$ cat src/rtl/dmem_arbiter.sv
// dmem_arbiter: round-robin sharing of a single sync-read data RAM between the
// core load/store port (CORE) and the debug/program-loader port (DBG). One access
// is issued per cycle. Read returns are tracked through a short pipe that mirrors
// the RAM read latency, so each returning word is steered to the requester that
// issued it.
module dmem_arbiter #(
   parameter int ADDR_W = 12,
   parameter int DATA_W = 32,
   parameter int RD_LAT = 1
) (
   input  logic              clk,
   input  logic              rst,
   input  logic              core_req,
   input  logic              core_we,
   input  logic [ADDR_W-1:0] core_addr,
   input  logic [DATA_W-1:0] core_wdata,
   output logic              core_gnt,
   output logic              core_stall,
   output logic              core_rvalid,
   output logic [DATA_W-1:0] core_rdata,
   input  logic              dbg_req,
   input  logic              dbg_we,
   input  logic [ADDR_W-1:0] dbg_addr,
   input  logic [DATA_W-1:0] dbg_wdata,
   output logic              dbg_gnt,
   output logic              dbg_rvalid,
   output logic [DATA_W-1:0] dbg_rdata,
   output logic [ADDR_W-1:0] mem_address,
   output logic [DATA_W-1:0] mem_data,
   output logic              mem_rden,
   output logic              mem_wren,
   input  logic [DATA_W-1:0] mem_q
);

   // Requester identities, used both for the last-grant register and the return-pipe id.
   localparam logic [0:0] GNT_CORE = 1'b0;
   localparam logic [0:0] GNT_DBG  = 1'b1;

   logic [0:0]        lastGnt_q;
   logic [0:0]        lastGnt_d;
   logic [RD_LAT-1:0] validPipe_q;
   logic [RD_LAT-1:0] validPipe_d;
   logic [RD_LAT-1:0] idPipe_q;
   logic [RD_LAT-1:0] idPipe_d;
   logic              coreGnt;
   logic              dbgGnt;

   // Round-robin grant: a lone requester wins outright, on contention the one not
   // granted last time wins. Nothing is granted while reset is held.
   always_comb begin
      coreGnt = 1'b0;
      dbgGnt  = 1'b0;
      if (!rst) begin
         if (core_req && (!dbg_req || lastGnt_q == GNT_DBG)) begin
            coreGnt = 1'b1;
         end else if (dbg_req) begin
            dbgGnt = 1'b1;
         end
      end
   end

   assign core_gnt   = coreGnt;
   assign dbg_gnt    = dbgGnt;
   assign core_stall = core_req & ~coreGnt;

   // Issue mux: the granted requester drives the RAM; idle cycles drive all zeros
   // so the RAM sees no enables and a quiet address/data bus.
   always_comb begin
      mem_address = '0;
      mem_data    = '0;
      mem_rden    = 1'b0;
      mem_wren    = 1'b0;
      if (coreGnt) begin
         mem_address = core_addr;
         mem_data    = core_wdata;
         mem_wren    = core_we;
         mem_rden    = ~core_we;
      end else if (dbgGnt) begin
         mem_address = dbg_addr;
         mem_data    = dbg_wdata;
         mem_wren    = dbg_we;
         mem_rden    = ~dbg_we;
      end
   end

   // Next-state for the last-grant register and the read-return pipe. A granted read
   // enters stage 0 and emerges at stage RD_LAT-1 in the same cycle mem_q is valid.
   always_comb begin
      lastGnt_d = lastGnt_q;
      if (coreGnt) begin
         lastGnt_d = GNT_CORE;
      end else if (dbgGnt) begin
         lastGnt_d = GNT_DBG;
      end
      validPipe_d    = validPipe_q;
      idPipe_d       = idPipe_q;
      validPipe_d[0] = mem_rden;
      idPipe_d[0]    = dbgGnt;
      for (int i = 1; i < RD_LAT; i++) begin
         validPipe_d[i] = validPipe_q[i-1];
         idPipe_d[i]    = idPipe_q[i-1];
      end
   end

   // State update; reset drops any reads still in flight and lets CORE win first contention.
   always_ff @(posedge clk) begin
      if (rst) begin
         lastGnt_q   <= GNT_DBG;
         validPipe_q <= '0;
         idPipe_q    <= '0;
      end else begin
         lastGnt_q   <= lastGnt_d;
         validPipe_q <= validPipe_d;
         idPipe_q    <= idPipe_d;
      end
   end

   assign core_rvalid = validPipe_q[RD_LAT-1] & (idPipe_q[RD_LAT-1] == GNT_CORE);
   assign dbg_rvalid  = validPipe_q[RD_LAT-1] & (idPipe_q[RD_LAT-1] == GNT_DBG);
   assign core_rdata  = mem_q;
   assign dbg_rdata   = mem_q;

endmodule
$ cat config.mk
export PLATFORM = sky130hd
export DESIGN_NAME = dmem_arbiter
export DESIGN_NICKNAME = d
export VERILOG_FILES = /design/src/rtl/dmem_arbiter.sv
export SDC_FILE = /design/constraint.sdc
export NUM_CORES = 1
export LEC_CHECK = 0
export ABC_CLOCK_PERIOD_IN_PS = 1600
export BUFFER_PORTS_ARGS = -buffer_cell sky130_fd_sc_hd__buf_2
export CAP_MARGIN = 10
export CORE_AREA = 2 2 93 95
export CTS_CLUSTER_DIAMETER = 120
export CTS_CLUSTER_SIZE = 20
export DETAILED_ROUTE_END_ITERATION = 8
export DIE_AREA = 0 0 95 97
export GPL_TIMING_DRIVEN = 0
export HOLD_SLACK_MARGIN = 0.02
export PLACE_DENSITY_LB_ADDON = 0.3
export SLEW_MARGIN = 20
export SYNTH_ARGS = -nofsm -noshare
export SYNTH_HDL_FRONTEND = slang
export SYNTH_SLANG_ARGS = --single-unit
$ cat constraint.sdc
create_clock -name clk -period 1.6 [get_ports clk]
set_input_delay 0.16 -clock clk [delete_from_list [all_inputs] [get_ports clk]]
set_output_delay 0.16 -clock clk [all_outputs]
set_load 0.02 [all_outputs]
==> impl_metrics.env, run 1 <==
export IMPL_most_common_layout_cells="215 x buf_2, 90 x nand2b_1, 67 x buf_4, 44 x o32ai_2, 11 x buf_6"
export IMPL_ys_types=17
export IMPL_antenna_cells=0
export IMPL_routedWlPerCell_um=12.44
export IMPL_yosys_area_top_type="o32ai_2"
export IMPL_reg2reg_to="lastGnt_q$_SDFFE_PP1P_"
export IMPL_nNetsFinal=580
export IMPL_syn_inst=242
export IMPL_max_cap_viol_count=0
export IMPL_yosys_area_share_simple_pct=28.60
export IMPL_cts_sinks=3
export IMPL_worstPathCellList="a21bo_4, buf_6, buf_6, o32ai_2, buf_2"
export IMPL_hold_violations=0
export IMPL_place_hpwl_um=5864
export IMPL_crit_path_end="mem_address[5]"
export IMPL_p_leak_nw=1.729
export IMPL_synth_top_area_share_pct=34.49
export IMPL_clock_latency_ns=0.21
export IMPL_startpoint_type="flip-flop"
export IMPL_holdWs_ns=0.2713
export IMPL_synth_compound_area_share_pct=36.56
export IMPL_die_h_um=97
export IMPL_fmax_ghz=0.6506
export IMPL_drt_total_wl_um=6939
export IMPL_cts_hold_buf=0
export IMPL_die_area_um2=9215
export IMPL_fin_util_pct=41.35
export IMPL_rsz0062_at_grt="false"
export IMPL_cp_end_kind="primary output"
export IMPL_die_w_um=95
export IMPL_setup_violations=0
export IMPL_detail_route_antenna_nets=0
export IMPL_p_total_mw=1.333
export IMPL_r2r_slack_ns=0.55
export IMPL_worst_path_most_repeated_cell="buf_6"
export IMPL_ys_warn_count=0
export IMPL_drive_gt1_share_pct=76.16
export IMPL_firstDrtPassIters=4
export IMPL_stdcell_count=558
export IMPL_portBuffers=207
export IMPL_rows=33
export IMPL_reg2reg_from="lastGnt_q$_SDFFE_PP1P_"
export IMPL_vdd_ir_drop_max_v=0.0001587
export IMPL_netlist_area_um2=2122
export IMPL_skew_ns=0.001145
export IMPL_final_common_cell="buf_2"
export IMPL_seq_area_frac_synth_pct=2.830
export IMPL_crit_fanout=10
export IMPL_synth_top_family_by_area="compound AO/OA/AOI/OAI gates"
export IMPL_htree_levels=1
export IMPL_num_vias=2417
export IMPL_clk_pin_slew_ns=0.03
export IMPL_synthMuxAreaShare_pct=0
export IMPL_grt_use_total_pct=14.03
export IMPL_cp_required_ns=1.44
export IMPL_fin_crit_sh_pct=96.06
export IMPL_worst_r2r_path_depth=4
export IMPL_antenna_found_initial=0
export IMPL_grt_pass1_vias=2371
export IMPL_stdcell_area_um2=3363
export IMPL_crit_slowest_cell="dfxtp_2"
export IMPL_finalCriticalPeriod_ns=1.537
export IMPL_maxSlewHeadroom_pct=79.29
export IMPL_grt_first_pass_wirelength_um=10670
export IMPL_drc=0
export IMPL_netlist_top_cells_area="o32ai_2 34%, nand2b_1 27%, buf_4 23%, buf_6 5.8%, buf_2 2.8%"
export IMPL_clock_path_buffers=2
export IMPL_placed_cells=554
export IMPL_grt_overflow=0
export IMPL_synthAdderAreaFrac_pct=0
export IMPL_cts_root_buffer="clkbuf_8"
export IMPL_core_um2=8134
export IMPL_tightest_slew_ns=0.3107
export IMPL_syn2layout_area_growth_pct=58.49
export IMPL_status="finished, final reports clean"
export IMPL_slew_violations=0
export IMPL_hold_class="in -> reg"
export IMPL_grt_max_degree=11
export IMPL_syn_nets=368
export IMPL_final_setup_tns_ns=0
export IMPL_cp_startpoint="lastGnt_q$_SDFFE_PP1P_"
export IMPL_setup_slack_ns=0.06307
export IMPL_routed_via_density=4.332
export IMPL_syn_area_per_cell_um2=8.769
export IMPL_initial_core_util_pct=26.09
export IMPL_placed_area_um2=3289
export IMPL_ys_seq_elements=3
export IMPL_cpPeakStageDelay_ns=0.32
export IMPL_cp_data_arrival_time_ns=1.38
export IMPL_cts_tree="yes"
export IMPL_cts_inserted_buffers=3
export IMPL_ios=241
export IMPL_post_place_ws_ns=0.2301
export IMPL_drtIter0Drc=40
export IMPL_worst_setup_path_type="reg -> out"
export IMPL_synth_xor_area_share_pct=0
export IMPL_power_density_nw_per_um2=396.3
export IMPL_gp_congestion=0.6946
-- metal layers --
metal  wire [um]  global-route usage, %  part of all wire [%]  vias to the layer above
li1            -                      -                     -                     1202
met1        2571                  15.00                    37                     1080
met2        3723                  28.48                    54                      133
met3         623                  1.636                   9.0                        2
met4          19                  2.564                  0.27                        0
met5           0                      0                     0                        -
-- cells by family after synthesis --
logic type / Yosys count
compound gates: 50
simple gates: 98
flops: 3
buf+inv: 91
-- worst min path at each step --
| stage | end | cells past startpoint | start | slack (ns) |
|---|---|---|---|---|
| after detailed placement | lastGnt_q$_SDFFE_PP1P_ | 1 | lastGnt_q$_SDFFE_PP1P_ | 0.49 |
| after global placement | validPipe_q$_SDFF_PP0_ | 3 | core_we | 0.48 |
| final | validPipe_q$_SDFF_PP0_ | 3 | dbg_we | 0.27 |
| after floorplan | validPipe_q$_SDFF_PP0_ | 2 | core_we | 0.37 |
| after CTS | validPipe_q$_SDFF_PP0_ | 3 | dbg_we | 0.27 |
| after global routing | validPipe_q$_SDFF_PP0_ | 3 | dbg_we | 0.31 |
-- critical path, delay by kind of cell (launching register included) --
kind / cells / cell delay [ns]
buffers and inverters: 3 / 0.50
AO/OA/AOI/OAI: 2 / 0.33
flip-flops: 1 / 0.32
-- registers in the layout, summed over array words and instances (netlist names) --
register	flops
lastGnt_q	1
validPipe_q	1
idPipe_q	1
-- repair_timing --
item / CTS / global route
pin swaps: 0 / 0
buffers inserted: 0 / 0
resized for setup: 1 / 6
setup endpoints to repair: 1 / 28
-- synthesized netlist by cell type (all sizes together) --
library cell	n
nor2	2
or2	2
and2	1
nor3	1
buf	87
inv	1
a211o	1
o21a	1
clkbuf	3
nand2b	90
nor2b	2
a21bo	1
o32ai	47
dfxtp	3
-- power by group --
part	switching (mW)	total, mW	internal [mW]
clock	0.0496	0.220	0.170
combinational	0.537	1.03	0.492
sequential	0.00319	0.0842	0.0810
total	0.590	1.33	0.743
-- final cells by class --
cell class / count / area (um^2)
sequential: 3 / 61.31
tap: 105 / 131.4
clock buffer: 4 / 45.04
buffer: 90 / 678.2
timing repair buffer: 207 / 1044
fill: 877 / 4771
inverter: 1 / 3.754
multi-input combinational: 148 / 1400
Note: power is estimated with default switching activity, not from simulation.
==> inputs of run 2 (changes only) <==
--- a/config.mk
+++ b/config.mk
@@ -16,6 +16,7 @@
 export GPL_TIMING_DRIVEN = 0
 export HOLD_SLACK_MARGIN = 0.02
 export PLACE_DENSITY_LB_ADDON = 0.3
+export RECOVER_POWER = 50
 export SLEW_MARGIN = 20
 export SYNTH_ARGS = -nofsm -noshare
 export SYNTH_HDL_FRONTEND = slang
==> run 2 against run 1 <==
  * First-iteration DRC count is 13% lower
  * Sequential share of layout area is essentially flat
  * Clock-buffer cell count unchanged
  * Final area decreased by 2.2%
  * Highest routed layer unchanged
  * Flip-flop and latch count is the same
  * Final cell count is the same
  * Register-to-register slack about the same
  * Critical path type unchanged
==> impl_metrics.env, run 2 (synthesis results as in run 1) <==
export IMPL_status="finished, final reports clean"
export IMPL_rows=33
export IMPL_cts_tree="yes"
export IMPL_core_um2=8134
export IMPL_antenna_found_initial=0
export IMPL_rsz0062_at_grt="false"
export IMPL_hold_violations=0
export IMPL_fmax_ghz=0.6519
export IMPL_drive_gt1_share_pct=63.36
export IMPL_portBuffers=207
export IMPL_gp_congestion=0.6946
export IMPL_max_cap_viol_count=0
export IMPL_clock_latency_ns=0.22
export IMPL_num_vias=2420
export IMPL_ios=241
export IMPL_htree_levels=1
export IMPL_maxSlewHeadroom_pct=79.46
export IMPL_combPwrFrac_pct=76.9
export IMPL_final_setup_tns_ns=0
export IMPL_p_leak_nw=1.569
export IMPL_die_area_um2=9215
export IMPL_die_w_um=95
export IMPL_cts_root_buffer="clkbuf_8"
export IMPL_fin_util_pct=40.46
export IMPL_drtIter0Drc=35
export IMPL_r2r_slack_ns=0.56
export IMPL_tightest_slew_ns=0.3081
export IMPL_pwr_share_seq_pct=6.4
export IMPL_startpoint_type="flip-flop"
export IMPL_drt_total_wl_um=6940
export IMPL_grt_use_total_pct=14.03
export IMPL_hold_end="validPipe_q$_SDFF_PP0_"
export IMPL_slew_violations=0
export IMPL_cp_end_kind="primary output"
export IMPL_power_density_nw_per_um2=399.2
export IMPL_crit_fanout=10
export IMPL_die_h_um=97
export IMPL_hold_class="in -> reg"
export IMPL_worst_r2r_path_depth=4
export IMPL_place_hpwl_um=5864
export IMPL_p_clk_share_pct=16.7
export IMPL_setup_violations=0
export IMPL_cts_hold_buf=0
export IMPL_most_common_layout_cells="157 x buf_2, 90 x nand2b_1, 67 x buf_4, 62 x clkbuf_1, 44 x o32ai_2"
export IMPL_reg2reg_to="lastGnt_q$_SDFFE_PP1P_"
export IMPL_final_common_cell="buf_2"
export IMPL_hold_depth=3
export IMPL_routedWlPerCell_um=12.44
export IMPL_cp_data_arrival_time_ns=1.37
export IMPL_clk_pin_slew_ns=0.03
export IMPL_p_int_uw=721.8
export IMPL_worst_setup_path_type="reg -> out"
export IMPL_grt_overflow=0
export IMPL_grt_pass1_vias=2371
export IMPL_reg2reg_from="lastGnt_q$_SDFFE_PP1P_"
export IMPL_detail_route_antenna_nets=0
export IMPL_cp_required_ns=1.44
export IMPL_clock_path_buffers=2
export IMPL_routed_via_density=4.337
export IMPL_drc=0
export IMPL_nNetsFinal=580
export IMPL_antenna_cells=0
export IMPL_largestRegisters="idPipe_q x1, lastGnt_q x1, validPipe_q x1"
export IMPL_firstDrtPassIters=4
export IMPL_fin_crit_sh_pct=95.87
export IMPL_grt_max_degree=11
export IMPL_cts_sinks=3
export IMPL_finalCriticalPeriod_ns=1.534
export IMPL_skew_ns=0.0006428
export IMPL_post_cts_buffers=0
export IMPL_initial_core_util_pct=26.09
export IMPL_syn2layout_area_growth_pct=55.07
export IMPL_grt_first_pass_wirelength_um=10670
export IMPL_swShare_pct=45.06
export IMPL_vdd_ir_drop_max_v=0.0001472
export IMPL_power_net_switching_uw=592.0
export IMPL_min_from="dbg_we"
export IMPL_cts_inserted_buffers=3
==> run 2: metal layers <==
metal	global-route usage [%]	wire length [um]
met1	15.00	2574
met2	28.48	3707
met3	1.636	626
met4	2.564	32
met5	0	0
==> run 2: power groups by stage <==
| stage | clock network (mW) | registers (mW) | logic, mW |
|---|---|---|---|
| after global routing | 0.234 | 0.0850 | 1.09 |
| after CTS | 0.225 | 0.0833 | 1.04 |
| after detailed placement | 0 | 0.0843 | 1.03 |
| after global placement | 0 | 0.0843 | 1.02 |
| after floorplan | 0 | 0.0835 | 0.707 |
| final | 0.220 | 0.0840 | 1.01 |
==> run 2: repair_timing <==
action / CTS / global route
pin swaps: 0 / 0
resized for setup: 1 / 6
setup endpoints to repair: 1 / 28
==> run 2: layout make-up <==
| type | count | area (um^2) |
|---|---|---|
| Tap cell | 105 | 131.4 |
| Fill cell | 898 | 4843 |
| Buffer | 90 | 678.2 |
| Multi-Input combinational cell | 148 | 1400 |
| Sequential cell | 3 | 61.31 |
| Timing Repair Buffer | 207 | 970.9 |
| Clock buffer | 4 | 45.04 |
| Inverter | 1 | 3.754 |
==> run 2: worst max-delay path, stage by stage, from the launching register on <==
cell,delay (ns)
dfxtp_2,0.32
a21bo_4,0.23
buf_6,0.15
buf_6,0.15
o32ai_2,0.10
buf_2,0.20
==> run 2: worst max-delay path by stage <==
stage,from,endpoint,slack [ns]
after CTS,lastGnt_q$_SDFFE_PP1P_,mem_address[6],0.01
after global placement,lastGnt_q$_SDFFE_PP1P_,mem_address[6],0.24
after detailed placement,lastGnt_q$_SDFFE_PP1P_,mem_address[6],0.23
after global routing,lastGnt_q$_SDFFE_PP1P_,mem_address[5],0.009
final,lastGnt_q$_SDFFE_PP1P_,mem_address[5],0.07
after floorplan,lastGnt_q$_SDFFE_PP1P_,mem_rden,0.19
==> run 2: per-stage QoR <==
step	hold slack, ns	total power [mW]	setup slack (ns)	area [um^2]	instances
2_1_floorplan	0.3689	0.7908	0.1880	2122	242
3_3_place_gp	0.4786	1.108	0.2384	3289	554
3_5_place_dp	0.4893	1.117	0.2301	3289	554
4_1_cts	0.2681	1.344	0.01359	3337	558
5_1_grt	0.3063	1.410	0.008634	3291	558
6_report	0.2705	1.314	0.06603	3291	558
==> inputs of run 3 (changes only) <==
--- a/config.mk
+++ b/config.mk
@@ -5,14 +5,14 @@
 export SDC_FILE = /design/constraint.sdc
 export NUM_CORES = 1
 export LEC_CHECK = 0
-export ABC_CLOCK_PERIOD_IN_PS = 1600
-export BUFFER_PORTS_ARGS = -buffer_cell sky130_fd_sc_hd__buf_2
+export ABC_CLOCK_PERIOD_IN_PS = 1920
 export CAP_MARGIN = 10
-export CORE_AREA = 2 2 93 95
+export CORE_AREA = 2 2 94 96
 export CTS_CLUSTER_DIAMETER = 120
 export CTS_CLUSTER_SIZE = 20
 export DETAILED_ROUTE_END_ITERATION = 8
-export DIE_AREA = 0 0 95 97
+export DIE_AREA = 0 0 96 98
+export DONT_BUFFER_PORTS = 1
 export GPL_TIMING_DRIVEN = 0
 export HOLD_SLACK_MARGIN = 0.02
 export PLACE_DENSITY_LB_ADDON = 0.3
==> constraint.sdc (replaced) <==
create_clock -name clk -period 1.92 [get_ports clk]
set_input_delay 0.192 -clock clk [delete_from_list [all_inputs] [get_ports clk]]
set_output_delay 0.192 -clock clk [all_outputs]
set_load 0.1 [all_outputs]
==> run 3 against run 2 <==
  * The flow now finishes with violations (setup timing)
  * Die area is 2.1% higher
  * Register-to-register slack improved by 0.20 ns
  * Hold slack worse by 0.0062 ns
  * Non-clock buffer count fell by 207
  * Sequential power shrank 16%
  * Clock skew up 0.0023 ns
  * Combinational power grew 64%
  * Clock-buffer cell count is the same
  * Via count shrank 27%
  * Final area decreased by 17%
  * Highest routed layer unchanged
==> impl_metrics.env, run 3 (synthesis results as in run 1) <==
export IMPL_drive_gt1_share_pct=44.31
export IMPL_post_cts_buffers=0
export IMPL_ios=241
export IMPL_post_place_ws_ns=-0.01261
export IMPL_power_density_nw_per_um2=699.4
export IMPL_clk_pin_slew_ns=0.03
export IMPL_die_h_um=98
export IMPL_grt_overflow=0
export IMPL_grt_max_degree=11
export IMPL_rows=34
export IMPL_place_hpwl_um=5435
export IMPL_most_common_layout_cells="90 x nand2b_1, 46 x o32ai_4, 39 x clkbuf_1, 29 x buf_4, 12 x buf_2"
export IMPL_drc=0
export IMPL_p_total_mw=1.916
export IMPL_placed_area_um2=2799
export IMPL_cts_root_buffer="clkbuf_8"
export IMPL_cp_required_ns=1.73
export IMPL_status="finished, violations left"
export IMPL_final_setup_tns_ns=-0.9074
export IMPL_detail_route_antenna_nets=0
export IMPL_drtIter0Drc=22
export IMPL_fmax_ghz=0.5095
export IMPL_cts_hold_buf=0
export IMPL_antenna_found_initial=0
export IMPL_seqCellArea_um2=61.31
export IMPL_cts_inserted_buffers=3
export IMPL_holdWs_ns=0.2643
export IMPL_drt_total_wl_um=6307
export IMPL_n_fill_cell=915
export IMPL_die_w_um=96
export IMPL_routedWlPerCell_um=17.82
export IMPL_multi_input_area_um2=1933
export IMPL_rsz0062_at_grt="true"
export IMPL_num_vias=1765
export IMPL_violations="setup timing"
export IMPL_p_leak_nw=0.7591
export IMPL_vdd_ir_drop_max_v=0.0002979
export IMPL_tightest_slew_ns=1.170
export IMPL_cp_end_kind="primary output"
export IMPL_htree_levels=1
export IMPL_final_common_cell="nand2b_1"
export IMPL_cp_data_arrival_time_ns=1.77
export IMPL_antenna_cells=0
export IMPL_gp_congestion=0.6609
export IMPL_finalCriticalPeriod_ns=1.963
export IMPL_clock_path_buffers=2
export IMPL_syn2layout_area_growth_pct=29.07
export IMPL_setup_slack_ns=-0.04276
export IMPL_stdcell_count=354
export IMPL_setup_violations=44
export IMPL_firstDrtPassIters=4
export IMPL_grt_pass1_vias=1798
export IMPL_grt_first_pass_wirelength_um=9259
export IMPL_routed_via_density=4.986
export IMPL_fin_util_pct=32.35
export IMPL_startpoint_type="flip-flop"
export IMPL_hold_class="in -> reg"
export IMPL_worst_setup_path_type="reg -> out"
export IMPL_cts_sinks=3
export IMPL_crit_fanout=10
export IMPL_maxSlewHeadroom_pct=22.35
export IMPL_hold_violations=0
export IMPL_skew_ns=0.002961
export IMPL_portBuffers=0
export IMPL_core_um2=8466
export IMPL_max_cap_viol_count=0
export IMPL_largestRegisters="idPipe_q x1, lastGnt_q x1, validPipe_q x1"
export IMPL_cts_tree="yes"
export IMPL_nNetsFinal=373
export IMPL_clock_latency_ns=0.21
export IMPL_fin_crit_sh_pct=102.2
export IMPL_stdcell_area_um2=2739
export IMPL_grt_use_total_pct=12.34
export IMPL_placed_cells=350
export IMPL_slew_violations=0
export IMPL_die_area_um2=9408
export IMPL_initial_core_util_pct=25.07
==> run 3: path summary, 6_finish.rpt <==
check | endpoint | slack, ns | startpoint | cells after the start
worst max-delay path | mem_data[7] | -0.04 | lastGnt_q$_SDFFE_PP1P_ | 4
worst min-delay path | validPipe_q$_SDFF_PP0_ | 0.26 | core_we | 2
worst max register to register | idPipe_q$_SDFF_PP0_ | 0.76 | lastGnt_q$_SDFFE_PP1P_ | 4
worst min register to register | lastGnt_q$_SDFFE_PP1P_ | 0.48 | lastGnt_q$_SDFFE_PP1P_ | 1
==> run 3: cell type report <==
class | count | share of cell area, %
inverter | 1 | 0.1370
multi-input combinational | 148 | 70.58
sequential | 3 | 2.238
buffer | 90 | 20.47
clock buffer | 4 | 1.645
tap | 108 | 4.934
==> run 3: critical path, cell delays in order (launching register included) <==
cell,delay [ns]
dfxtp_2,0.34
nor2b_2,0.04
buf_6,0.14
buf_12,0.16
o32ai_4,0.86
==> run 3: layer usage <==
layer  track usage [%]  vias up  part of all wire [%]  wire (um)
li1                  -      795                     -          -
met1             13.25      834                    34       2152
met2             24.89      134                    57       3583
met3             1.312        2                   8.6        544
met4             2.527        0                  0.43         27
met5                 0        -                     0          0
==> run 3: where the power goes <==
group,internal (mW),switching [mW],total [mW]
clock network,0.141,0.0404,0.182
registers,0.0675,0.00266,0.0702
logic,0.306,1.36,1.66
==> run 3: repair_timing <==
| action | 4_1_cts | 5_1_grt |
|---|---|---|
| endpoints found under the setup margin | 48 | 47 |
| pin swaps | 44 | 1 |
| resized for setup | 6 | 2 |
